## src/rtl/mouse_axis_emu.sv

```systemverilog
// mouse_axis_emu: PS/2 mouse deltas accumulated into saturating analog stick axes plus merged buttons.
// Define AUTOCENTER_EN to add idle-triggered recentring (DECAY sub-state).
module mouse_axis_emu #(
    parameter int AXW       = 8,
    parameter int DCLAMP    = 10,
    parameter int DSHIFT    = 1,
    parameter int JW        = 21,
`ifdef AUTOCENTER_EN
    parameter int DECAY_DIV = 4096,
    parameter int IDLE_CYC  = 65536,
`endif
    parameter int BTN_LSB   = 4
) (
    input  logic             clk_sys,
    input  logic             reset,
    input  logic [24:0]      ps2_mouse,
    input  logic [2*AXW-1:0] joya,
    input  logic [JW-1:0]    joy_in,
    input  logic             cpu_halt,
    input  logic             inv_x,
    input  logic             inv_y,
    output logic [AXW-1:0]   ax,
    output logic [AXW-1:0]   ay,
    output logic [JW-1:0]    joy_out,
    output logic             emu_active,
    output logic             pkt_stb
);
    typedef enum logic [1:0] {S_OFF, S_ACT, S_DEC} state_t;

    localparam int PMAX = 2**(AXW-1) - 1;
    localparam int PMIN = -(2**(AXW-1));

    state_t                 r_st, w_nxt;
    logic                   r_stb_q, r_pkt, w_pkt, w_ovr, w_stb;
    logic signed [AXW-1:0]  r_px, r_py, w_px, w_py;
    logic [JW-1:0]          w_joy;
    logic                   w_unused;

    // 9-bit signed delta -> shift, optional invert, per-packet clamp, saturating add
    function automatic logic signed [AXW-1:0] step(input logic signed [AXW-1:0] pos,
                                                   input logic [7:0] d, input logic sg,
                                                   input logic inv);
        int r, s, n;
        r = sg ? int'({sg, d}) - 512 : int'({sg, d});
        s = r >>> DSHIFT;
        s = inv ? -s : s;
        s = (s > DCLAMP) ? DCLAMP : (s < -DCLAMP) ? -DCLAMP : s;
        n = int'(pos) + s;
        n = (n > PMAX) ? PMAX : (n < PMIN) ? PMIN : n;
        return AXW'(n);
    endfunction

    assign w_unused = &{1'b0, ps2_mouse[7:6], ps2_mouse[3:2]};
    assign w_pkt    = ps2_mouse[24] ^ r_stb_q;
    assign w_ovr    = (joya != '0) | cpu_halt;

`ifdef AUTOCENTER_EN
    logic [$clog2(IDLE_CYC+1)-1:0]  r_idle;
    logic [$clog2(DECAY_DIV+1)-1:0] r_div;
    logic                           w_idle_done, w_div_done;
    assign w_idle_done = r_idle == ($bits(r_idle))'(IDLE_CYC - 1);
    assign w_div_done  = r_div == ($bits(r_div))'(DECAY_DIV - 1);

    always_ff @(posedge clk_sys) begin
        if (reset || w_ovr || w_pkt || r_st == S_OFF) begin
            r_idle <= '0;
            r_div  <= '0;
        end else if (r_st == S_ACT) begin
            r_idle <= w_idle_done ? '0 : r_idle + 1'b1;
        end else begin
            r_div  <= w_div_done ? '0 : r_div + 1'b1;
        end
    end
`endif

    always_comb begin
        w_nxt = r_st;
        w_px  = r_px;
        w_py  = r_py;
        w_stb = 1'b0;
        if (w_ovr) begin
            w_nxt = S_OFF;
            w_px  = '0;
            w_py  = '0;
        end else if (w_pkt) begin
            w_nxt = S_ACT;
            w_stb = 1'b1;
            w_px  = step(r_px, ps2_mouse[15:8], ps2_mouse[4], inv_x);
            w_py  = step(r_py, ps2_mouse[23:16], ps2_mouse[5], inv_y);
        end
`ifdef AUTOCENTER_EN
        else if (r_st == S_ACT && w_idle_done) begin
            w_nxt = S_DEC;
        end else if (r_st == S_DEC && w_div_done) begin
            w_px = (r_px > 0) ? r_px - 1'b1 : (r_px < 0) ? r_px + 1'b1 : r_px;
            w_py = (r_py > 0) ? r_py - 1'b1 : (r_py < 0) ? r_py + 1'b1 : r_py;
        end
`endif
    end

    // stb_q follows the strobe even in reset so a toggle seen during reset is discarded
    always_ff @(posedge clk_sys) begin
        r_stb_q <= ps2_mouse[24];
        if (reset) begin
            r_st  <= S_OFF;
            r_px  <= '0;
            r_py  <= '0;
            r_pkt <= 1'b0;
        end else begin
            r_st  <= w_nxt;
            r_px  <= w_px;
            r_py  <= w_py;
            r_pkt <= w_stb;
        end
    end

    always_comb begin
        w_joy = joy_in;
        w_joy[BTN_LSB +: 2] = ps2_mouse[1:0];
    end

    assign emu_active = r_st != S_OFF;
    assign pkt_stb    = r_pkt;
    assign ax         = emu_active ? r_px : joya[AXW-1:0];
    assign ay         = emu_active ? r_py : joya[2*AXW-1:AXW];
    assign joy_out    = emu_active ? w_joy : joy_in;
endmodule

```

## config.mk

```make
export PLATFORM = sky130hd
export DESIGN_NAME = mouse_axis_emu
export DESIGN_NICKNAME = d
export VERILOG_FILES = /design/src/rtl/mouse_axis_emu.sv
export SDC_FILE = /design/constraint.sdc
export NUM_CORES = 1
export LEC_CHECK = 0
export CAP_MARGIN = 20
export CORE_MARGIN = 4
export CORE_UTILIZATION = 61
export DETAILED_ROUTE_END_ITERATION = 7
export PLACE_DENSITY = 0.9
export SLEW_MARGIN = 30
export SYNTH_ARGS = -nofsm -noshare
export SYNTH_HDL_FRONTEND = slang
export SYNTH_SLANG_ARGS = --single-unit
```

## constraint.sdc

```tcl
create_clock -name clk_sys -period 12.25 [get_ports clk_sys]
set_clock_uncertainty 0.2 [all_clocks]
set_input_delay 3.0625 -clock clk_sys [delete_from_list [all_inputs] [get_ports clk_sys]]
set_output_delay 3.0625 -clock clk_sys [all_outputs]
set_load 0.02 [all_outputs]
```

==> flow_summary_export.csv <==
group,metric,value,unit
die,fp-row-count,37,
route,postRouteAntennaNets,0,
sta,fmax,94.97,MHz
global_route,grt_antenna_before_repair,0,
run_status,run_status,"completed",
synth,synth_sequential_area_ratio,5.834,%
synth,async_set_or_reset_flop_fraction_in_the_synthesized_netlist,0,%
clocking,tritoncts.num_buffers,3,
sta,setup_viol,0,
synth,mappedNetlistNets,1124,
clocking,clock_tree_from_tritoncts,"built",
worst_setup_path,worst-path-max-fanout,13,
hold_path,end_point_of_the_most_critical_hold_path,"r_py[0]",
synth,cell_area_after_synthesis,6520,sq um
synth,synth_common_cells,"sky130_fd_sc_hd__a21oi_1, sky130_fd_sc_hd__nand2_1, sky130_fd_sc_hd__nor2_1",
sta,setup_tns,0,ns
route,first_pass_iters,6,
synth,synth-edff-count,0,
clocking,cts_hold_buffers,0,
route,drt-wirelength-per-cell,16.06,microns
worst_setup_path,worst_setup_path_start_kind,"input port",
clocking,maximum_number_of_buffers_from_clock_root_to_sink,2,
synth,synth_cell_type_count,85,
die,fp.dieH,111.4,microns
die,floorplan.die.width,111.4,microns
cells_and_area,multi_input_comb_area,5684,sq um
hold_path,hold_depth,2,
synth,dominantRegCellSynth,"sky130_fd_sc_hd__dfxtp_1",
placement,routabilityCongestion,1.039,
placement,preCtsSetupSlack,1.723,ns
placement,place.detailed.hpwl,14060,microns
clocking,post-cts-setup-buffer-count,0,
global_route,aggregate_global_routing_overflow,0,
route,drc_errors,0,
cells_and_area,diodes,0,
synth,synthesis.instances,981,
worst_setup_path,rrSetupSlack,7.43,ns
power,static-leakage-power,2.763,nW
worst_setup_path,crit_path_end_kind,"flip-flop",
sta,slew_worst_pin,0.9376,ns
worst_setup_path,critical_path_arrival,10.47,ns
synth,synth_top_cell_area_share,14.20,%
power,power_density_relative_to_cell_area,43.98,nW/um^2
synth,netlist_top_cells_area,"sky130_fd_sc_hd__ha_1, sky130_fd_sc_hd__a21oi_1, sky130_fd_sc_hd__nand2_1",
cells_and_area,fillCellCount,888,
sta,maxSlewViolCount,0,
placement,io_buffers,61,
sta,fin_crit,10.53,ns
die,core_area,10370,sq um
worst_setup_path,reg2reg_depth,12,
worst_setup_path,critical-path-max-stage-delay,0.64,ns
synth,ys_seq_elements,19,
worst_setup_path,cp_slowest_cell,"sky130_fd_sc_hd__nor2_1",
global_route,groute.usage.overall,27.92,%
hold_path,hold_path.startpoint,"r_py[0]",
sta,rsz_0062_raised_after_global_routing,"no",
clocking,cts.sink_count,19,
worst_setup_path,timing.critical_path.buf_inv,1,
synth,synth_most_common_cell,"sky130_fd_sc_hd__a21oi_1",
clocking,worst_setup_hold_path_clk_slew,0.07,ns
cells_and_area,area_taken_by_flip_flops_and_latches,380.4,sq um
job,cap_viol_max_count,0,
synth,yosys_warnings,0,
global_route,global_route_wire_length_before_repair,30770,microns
synth,synth.avg_cell_area,6.646,sq um
clocking,ctsHtreeMaxLevel,1,
global_route,first_global_vias,6732,
cells_and_area,nets,1120,
worst_setup_path,worstSetupPathType,"input port to flip-flop",
sta,final_hold_viol_count,0,
clocking,clock_tree.root_cell,"sky130_fd_sc_hd__clkbuf_8",
sta,timing.max_slew.rel_slack,37.30,%
route,num_vias,7259,
sta,timing.hold.ws,0.2952,ns
die,top_level_ports,106,
worst_setup_path,timing.rr.end,"r_py[5]",
power,vdd_drop_max,0.00005640,V
hold_path,worstHoldPathType,"flip-flop to flip-flop",
route,initialDrtViolationCount,791,
cells_and_area,area_growth,7.484,%
global_route,grt_max_degree,31,
clocking,cts-resized-gates,0,
sta,setup_slack,1.720,ns
sta,final_min_period_over_clock_period,85.96,%
die,fp.dieArea,12410,sq um
route,detail_route.vias_per_cell,6.528,
route,routed_wl,17860,microns
synth,synth_top_area_cell,"sky130_fd_sc_hd__ha_1",
cells_and_area,drive_gt1_share,6.148,%
worst_setup_path,cpLargestDelayFamily,"simple AND/OR/NAND/NOR gates",
worst_setup_path,worst-endpoint-required,12.19,ns
die,initial_core_util,62.87,%
worst_setup_path,worstReg2RegStart,"r_py[7]",
clocking,clock_insertion_delay_worst_skew,0.26,ns
sequential cells by signal, indices dropped and copies added (netlist names):
register,count
r_stb_q,1
r_px,8
pkt_stb,1
r_st,1
r_py,8
cell type report:
class | instances | area share, %
Clock inverter | 1 | 0.07142
Timing Repair Buffer | 62 | 8.820
Sequential cell | 19 | 5.428
Clock buffer | 3 | 0.5892
Multi-Input combinational cell | 862 | 81.11
Tap cell | 136 | 2.428
Inverter | 29 | 1.553
worst min-delay path: cells and delay by family, from the launching register on:
| family | cells | cell delay [ns] |
|---|---|---|
| flip-flops | 1 | 0.33 |
| AO/OA/AOI/OAI | 1 | 0.06 |
| AND/OR/NAND/NOR | 1 | 0.06 |
report_power, final:
part	total [W]	internal (W)	switching, W
registers	0.0000621	0.0000619	0.000000204
clock network	0.0000446	0.0000227	0.0000220
logic	0.000201	0.0000801	0.000121
total	0.000308	0.000165	0.000144
cell families after synthesis:
| kind of cell | Yosys count | synth area share, % |
|---|---|---|
| AOI/OAI and AO/OA | 319 | 30.65 |
| xor gates and xnor gates | 53 | 7.369 |
| adders and majority gates | 76 | 14.81 |
| buffers and inverters | 100 | 7.196 |
| DFF | 19 | 5.834 |
| muxes | 26 | 4.375 |
| and+or+nand+nor | 388 | 29.76 |
routing by layer:
| metal | vias up | wire length [microns] | GRT usage, % |
|---|---|---|---|
| li1 | 3578 | - | - |
| met1 | 3268 | 7917 | 38.87 |
| met2 | 367 | 7910 | 45.52 |
| met3 | 46 | 1633 | 4.076 |
| met4 | 0 | 399 | 6.813 |
| met5 | - | 0 | 0 |
how the worst max path moves through the flow:
| stage | to | start | slack, ns | cells past startpoint |
|---|---|---|---|---|
| after floorplan | r_px[0] | ps2_mouse[9] | 3.37 | 27 |
| after global placement | r_px[0] | ps2_mouse[10] | 1.87 | 26 |
| after detailed placement | r_py[5] | ps2_mouse[19] | 1.72 | 25 |
| after CTS | r_py[5] | ps2_mouse[19] | 1.96 | 25 |
| after global routing | r_py[4] | ps2_mouse[19] | 1.14 | 25 |
| final | r_py[5] | ps2_mouse[19] | 1.72 | 25 |
metrics by stage:
stage                     area (sq um)  utilization [%]  instances   power, W
after floorplan                   6520                -        981  0.0002158
after global placement            6948            67.00       1108  0.0002556
after detailed placement          6955            67.07       1108  0.0002589
after CTS                         7002            67.52       1112  0.0003034
after global routing              7008            67.58       1112  0.0003310
final                             7008            67.58       1112  0.0003082
cell usage in the layout, fill, tap and decap left out, types with 6 or more instances in the layout:
cell,instances
sky130_fd_sc_hd__nor4b_1,6
sky130_fd_sc_hd__o21bai_1,6
sky130_fd_sc_hd__nor3_1,22
sky130_fd_sc_hd__nor4_1,12
sky130_fd_sc_hd__ha_1,74
sky130_fd_sc_hd__o31ai_1,9
sky130_fd_sc_hd__a31oi_1,13
sky130_fd_sc_hd__nor2b_1,16
sky130_fd_sc_hd__clkdlybuf4s50_1,61
sky130_fd_sc_hd__o21ai_0,61
sky130_fd_sc_hd__nand3_1,30
sky130_fd_sc_hd__nand4_1,17
sky130_fd_sc_hd__xnor2_1,34
sky130_fd_sc_hd__nand2_1,108
sky130_fd_sc_hd__nand2b_1,17
sky130_fd_sc_hd__and3_1,6
sky130_fd_sc_hd__xor2_1,17
sky130_fd_sc_hd__nor2_1,106
sky130_fd_sc_hd__a21oi_1,122
sky130_fd_sc_hd__o21a_1,8
sky130_fd_sc_hd__or3_1,8
sky130_fd_sc_hd__a21o_1,18
sky130_fd_sc_hd__mux2_2,20
sky130_fd_sc_hd__mux2i_1,6
sky130_fd_sc_hd__a211oi_1,8
sky130_fd_sc_hd__inv_1,28
sky130_fd_sc_hd__dfxtp_1,19
sky130_fd_sc_hd__o211ai_1,12
sky130_fd_sc_hd__a21oi_2,7
(Power assumes the default switching activity.)
